`src/rtl/ident_match_pkg.sv`:
```
// Shared types and sizing helpers for the identity-match table scanner.
package ident_match_pkg;

  typedef enum logic [1:0] {
    IDLE = 2'b00,
    SCAN = 2'b01,
    DONE = 2'b10
  } state_e;

  localparam logic [1:0] ST_IDLE = IDLE;
  localparam logic [1:0] ST_SCAN = SCAN;
  localparam logic [1:0] ST_DONE = DONE;

  localparam int DEF_WIDTH = 8;
  localparam int DEF_DEPTH = 16;

  function automatic int idx_w(input int depth);
    return (depth < 2) ? 1 : $clog2(depth);
  endfunction

endpackage

```
`src/rtl/ident_cmp.sv`:
```
// Combinational WIDTH-bit identity comparator with active-low enable and match.
module ident_cmp #(
  parameter int WIDTH = 8
) (
  input  logic [WIDTH-1:0] a,
  input  logic [WIDTH-1:0] b,
  input  logic             en_n,
  output logic             match_n
);

  assign match_n = ~(~en_n & (a == b));

endmodule

```
`src/rtl/ident_match_scanner.sv`:
```
// Sequential key search over a DEPTH-entry tagged table using one shared comparator.
// Optional MATCH_COUNT_EN: full scan with a count of matching entries on rsp_count.
module ident_match_scanner
  import ident_match_pkg::*;
#(
  parameter int  WIDTH = DEF_WIDTH,
  parameter int  DEPTH = DEF_DEPTH,
  localparam int IDXW  = idx_w(DEPTH)
) (
  input  logic             clk,
  input  logic             rst,
  input  logic             wr_en,
  input  logic [IDXW-1:0]  wr_addr,
  input  logic [WIDTH-1:0] wr_data,
  input  logic             clr_all,
  input  logic             req_valid,
  input  logic [WIDTH-1:0] req_key,
  output logic             req_ready,
  output logic             rsp_valid,
  output logic             rsp_hit,
  output logic [IDXW-1:0]  rsp_index,
  input  logic             rsp_ready
`ifdef MATCH_COUNT_EN
  ,
  output logic [IDXW:0]    rsp_count
`endif
);

  logic [1:0]       state;
  logic [IDXW-1:0]  idx;
  logic [WIDTH-1:0] key;
  logic [DEPTH-1:0] valid;
  logic [WIDTH-1:0] mem [DEPTH];
  logic             cmp_en_n;
  logic             cmp_match_n;
  logic             entry_hit;
  logic             last_idx;

  // NOTE: table data has no reset; only the valid bits decide whether an entry exists.
  always_ff @(posedge clk) begin
    if (wr_en) mem[wr_addr] <= wr_data;
  end

  // clr_all outranks a same-cycle write's valid set; the data write still lands.
  always_ff @(posedge clk or posedge rst) begin
    if (rst)          valid <= '0;
    else if (clr_all) valid <= '0;
    else if (wr_en)   valid[wr_addr] <= 1'b1;
  end

  assign cmp_en_n = ~valid[idx];

  ident_cmp #(.WIDTH(WIDTH)) u_cmp (
    .a       (mem[idx]),
    .b       (key),
    .en_n    (cmp_en_n),
    .match_n (cmp_match_n)
  );

  assign entry_hit = ~cmp_match_n;
  assign last_idx  = (idx == IDXW'(DEPTH - 1));
  assign req_ready = (state == ST_IDLE);
  assign rsp_valid = (state == ST_DONE);

`ifdef MATCH_COUNT_EN
  logic            scan_end;
  logic            hit_acc;
  logic [IDXW-1:0] idx_acc;
  logic [IDXW:0]   cnt_acc;

  // The scan always covers every entry, then spends one tally cycle publishing the result.
  always_ff @(posedge clk or posedge rst) begin
    if (rst) begin
      state     <= ST_IDLE;
      key       <= '0;
      idx       <= '0;
      rsp_hit   <= 1'b0;
      rsp_index <= '0;
      rsp_count <= '0;
      scan_end  <= 1'b0;
      hit_acc   <= 1'b0;
      idx_acc   <= '0;
      cnt_acc   <= '0;
    end else begin
      case (state)
        ST_IDLE: begin
          if (req_valid) begin
            key      <= req_key;
            idx      <= '0;
            scan_end <= 1'b0;
            hit_acc  <= 1'b0;
            idx_acc  <= '0;
            cnt_acc  <= '0;
            state    <= ST_SCAN;
          end
        end
        ST_SCAN: begin
          if (scan_end) begin
            rsp_hit   <= hit_acc;
            rsp_index <= idx_acc;
            rsp_count <= cnt_acc;
            scan_end  <= 1'b0;
            state     <= ST_DONE;
          end else begin
            if (entry_hit) begin
              cnt_acc <= cnt_acc + 1'b1;
              if (!hit_acc) begin
                hit_acc <= 1'b1;
                idx_acc <= idx;
              end
            end
            if (last_idx) scan_end <= 1'b1;
            else          idx      <= idx + 1'b1;
          end
        end
        ST_DONE: begin
          if (rsp_ready) state <= ST_IDLE;
        end
        default: state <= ST_IDLE;
      endcase
    end
  end
`else
  // NOTE: all state updates use non-blocking assignments so every branch sees pre-edge values.
  always_ff @(posedge clk or posedge rst) begin
    if (rst) begin
      state     <= ST_IDLE;
      key       <= '0;
      idx       <= '0;
      rsp_hit   <= 1'b0;
      rsp_index <= '0;
    end else begin
      case (state)
        ST_IDLE: begin
          if (req_valid) begin
            key   <= req_key;
            idx   <= '0;
            state <= ST_SCAN;
          end
        end
        ST_SCAN: begin
          if (entry_hit) begin
            rsp_hit   <= 1'b1;
            rsp_index <= idx;
            state     <= ST_DONE;
          end else if (last_idx) begin
            rsp_hit   <= 1'b0;
            rsp_index <= '0;
            state     <= ST_DONE;
          end else begin
            idx <= idx + 1'b1;
          end
        end
        ST_DONE: begin
          if (rsp_ready) state <= ST_IDLE;
        end
        default: state <= ST_IDLE;
      endcase
    end
  end
`endif

endmodule

```
`config.mk`:
```
export PLATFORM = sky130hd
export DESIGN_NAME = ident_match_scanner
export DESIGN_NICKNAME = d
export VERILOG_FILES = /design/src/rtl/ident_match_pkg.sv /design/src/rtl/ident_cmp.sv /design/src/rtl/ident_match_scanner.sv
export SDC_FILE = /design/constraint.sdc
export NUM_CORES = 1
export LEC_CHECK = 0
export BUFFER_PORTS_ARGS = -buffer_cell sky130_fd_sc_hd__buf_4
export CORE_MARGIN = 4
export CORE_UTILIZATION = 35
export CTS_CLUSTER_DIAMETER = 80
export DETAILED_ROUTE_END_ITERATION = 6
export PLACE_DENSITY = 0.5
export RECOVER_POWER = 100
export SETUP_SLACK_MARGIN = 0.5
export SYNTH_ARGS = -nofsm -noshare
export SYNTH_HDL_FRONTEND = slang
export SYNTH_SLANG_ARGS = --single-unit
```
`constraint.sdc`:
```
create_clock -name clk -period 3.7 [get_ports clk]
set_input_delay 0.74 -clock clk [delete_from_list [all_inputs] [get_ports clk]]
set_output_delay 0.74 -clock clk [all_outputs]
set_load 0.02 [all_outputs]
```
==> summary.txt <==
Yosys
  – Cell taking the most area after synthesis: edfxtp_1
  – Count of cell types in the netlist: 47
  – Number of flops mapped to enable cells by yosys: 128
  – Top-count cell post-synth: edfxtp_1
  – Post-Syn Area: 6650 um^2
  – Ys async rst share: 0.215
  – Synth Register Bits: 163
  – Top FF cell, synth: edfxtp_1
  – Top cells by area, synth: edfxtp_1 58%, dfrtp_1 13%, mux4_2 12%
  – Synth Instances: 378
  – Post-synthesis sequential area ratio: 0.710
  – Most frequent cells after synthesis: 128 x edfxtp_1, 48 x nor2_1, 35 x dfrtp_1, 35 x mux4_2, 18 x mux2i_1
  – Synth Area per Inst: 17.6 um^2
  – Yosys synthesis warning count: 0
  – Post-Syn Nets: 405
  – Synth top area share: 0.578

Global route
  – First-pass GRT wire length: between 20 and 25 mm
  – Busiest layer in global routing: met2
  – Largest net degree at the start of global routing: 31
  – Met2 usage: 0.229
  – Met3 Track Usage GR: 0.0411
  – Antenna violations before repair: 0
  – Vias in the first global route: 3,646
  – All-Layer GR Usage: 0.143
  – Grt total ovfl: 0
  – Global-route met1 utilization: 0.196

Cells and area
  – Share of layout cells above drive strength 1: 0.243
  – Area Growth Syn to Fin: 17.4%
  – Antenna diodes: 0
  – # nets final: 466
  – Final Non-Filler Cells: 686

Die
  – # IOs: 33
  – Initial Utilization: 0.356
  – Core Area: 18,700 um^2
  – Die ar.: between 20,000 and 25,000 um^2
  – Die Height: approximately 150 um
  – # rows: 50
  – Die Wd: 146 um

Timing
  – RSZ-0062 raised after global routing: no
  – Worst-Margin Slew: 1.07 ns
  – Endpoints failing setup: 0
  – Min Tclk post-route: approximately 3.2 ns
  – Slew headroom: 0.286
  – Final setup TNS: 0 ns
  – Fmax: about 310 MHz
  – Fin crit share: 0.865
  – Max-slew violations: 0
  – Final hold violations: 0
  – Setup Skew: 0.0149 ns

Outcome
  – Status: completed

Clock network
  – CTS tree: done
  – Clock-pin transition on the worst setup and hold timing paths: 0.06 ns
  – Num CTS Buffers: 17
  – Clk Latency, worst-skew pair: 0.42 ns
  – Clock root buffer: clkbuf_16
  – H-Tree Level Count: 4
  – CTS sink cnt: 163
  – Clock Path Buffers: 2

Detailed routing
  – 1st-iter DRT viols: approximately 360
  – Post-DRT Antenna Nets: 0
  – Drt via density: 5.15
  – DRC: 0
  – Routed WL per cell: 21.2 um
  – Via Count: roughly 3,500
  – DRT Wirelength: between 10 and 15 mm
  – DR pass1 iterations: 5

Placed design
  – I/O Buffers: 32
  – Final HPWL DP: 9.51 mm
  – Placed Cells: 649
  – Placer Congestion: approximately 0.76

Critical path
  – Critical path launch point type: register
  – Worst EP arrival: about 3.5 ns
  – Crit-path max FO: 27
  – Slowest Stage Delay on Critical Path: 0.59 ns
  – CP Capture Type: register
  – Worst path required time: 4.01 ns
  – Critical path cell sequence: buf_12, mux4_2, mux2_1, a221o_1, nand2_1, nand4_2, nor4b_2, o21ai_1, a22o_1
  – Slowest cell on crit path: nor4b_2
  – WS Path Type: register to register

Pwr
  – Maximum vdd drop: 0.000324 V
  – Cell Pwr Density: around 710 nW/um^2
  – Static leakage: roughly 0.0027 uW

Min path
  – HP Class: register to register

Flow run
  – Max_cap viols: 0
==> power by group <==
part | internal (uW) | switching [uW] | total [uW]
Combinational | 801 | 771 | 1570
Sequential | 2090 | 118 | 2210
Clock | 1020 | 750 | 1770
==> flip-flops by register name, indices dropped and copies added (netlist names) <==
name and flops:
valid 16, idx 4, rsp_index 4, rsp_hit 1, state 2, mem 128
key 8
==> final timing paths <==
path	slack [ns]	from	cells after the start	endpoint
worst min-delay path	0.50	valid[2]$_DFFE_PP0P_	2	valid[2]$_DFFE_PP0P_
min in group asynchronous	0.58	rst	2	rsp_index[3]$_DFFE_PP0P_
worst max-delay path	0.50	idx[0]$_DFFE_PP0P_	9	rsp_index[2]$_DFFE_PP0P_
max in group asynchronous	2.14	rst	3	key[0]$_DFFE_PP0P_
worst min register to register	0.50	valid[2]$_DFFE_PP0P_	2	valid[2]$_DFFE_PP0P_
worst max register to register	0.50	idx[0]$_DFFE_PP0P_	9	rsp_index[2]$_DFFE_PP0P_
==> cell type report <==
cell class | count | area, um^2
clock buffer | 17 | 425
clock inverter | 15 | 169
fill | 1682 | 10900
inverter | 6 | 22.5
multi-input combinational | 194 | 1820
sequential | 163 | 4720
tap | 234 | 293
timing repair buffer | 57 | 357
==> cell usage in the layout, fill, tap and decap left out, types with 10 or more instances in the layout <==
master,netlist,final
clkbuf_16,0,17
nand2_1,15,15
mux4_2,35,35
mux2_2,11,10
mux2i_1,18,18
edfxtp_1,128,128
buf_4,6,24
dfrtp_1,35,33
nor2_1,48,48
clkbuf_1,4,29
==> per-layer routing <==
metal	part of all wire	wire, um
met1	0.46	6750
met5	0	0
met4	0.0041	60
met3	0.042	607
met2	0.49	7120
==> stage by stage <==
step | area (um^2) | hold WS [ns] | util | setup WS [ns] | power, uW
3_3_place_gp | 7280 | 0.478 | 0.389 | 0.496 | 3810
2_1_floorplan | 6650 | 0.461 | - | 0.898 | 3380
3_5_place_dp | 7280 | 0.489 | 0.389 | 0.508 | 3820
5_1_grt | 7810 | 0.503 | 0.417 | 0.269 | 5840
4_1_cts | 7880 | 0.504 | 0.421 | 0.644 | 5590
6_report | 7810 | 0.497 | 0.417 | 0.498 | 5550
==> cell families after synthesis <==
group | count (synthesis) | synth area share
buf+inv | 21 | 0.0158
mux | 64 | 0.164
simple gates | 96 | 0.0698
compound gates | 28 | 0.0322
xor+xnor | 5 | 0.00658
flops | 163 | 0.710
fa+ha+maj | 1 | 0.00188
==> critical path, delay by kind of cell (launching register included) <==
| family | cells | cell delay (ns) |
|---|---|---|
| simple gates | 3 | 0.73 |
| mux | 2 | 0.85 |
| flops | 1 | 0.38 |
| compound gates | 3 | 0.88 |
| buf+inv | 1 | 0.23 |
==> what timing repair did <==
item	in CTS	in global routing
setup endpoints to repair	1	7
hold buffers	0	0
resized for setup	1	0
buffers inserted	0	5
Note: power is estimated with default switching activity, not from simulation.
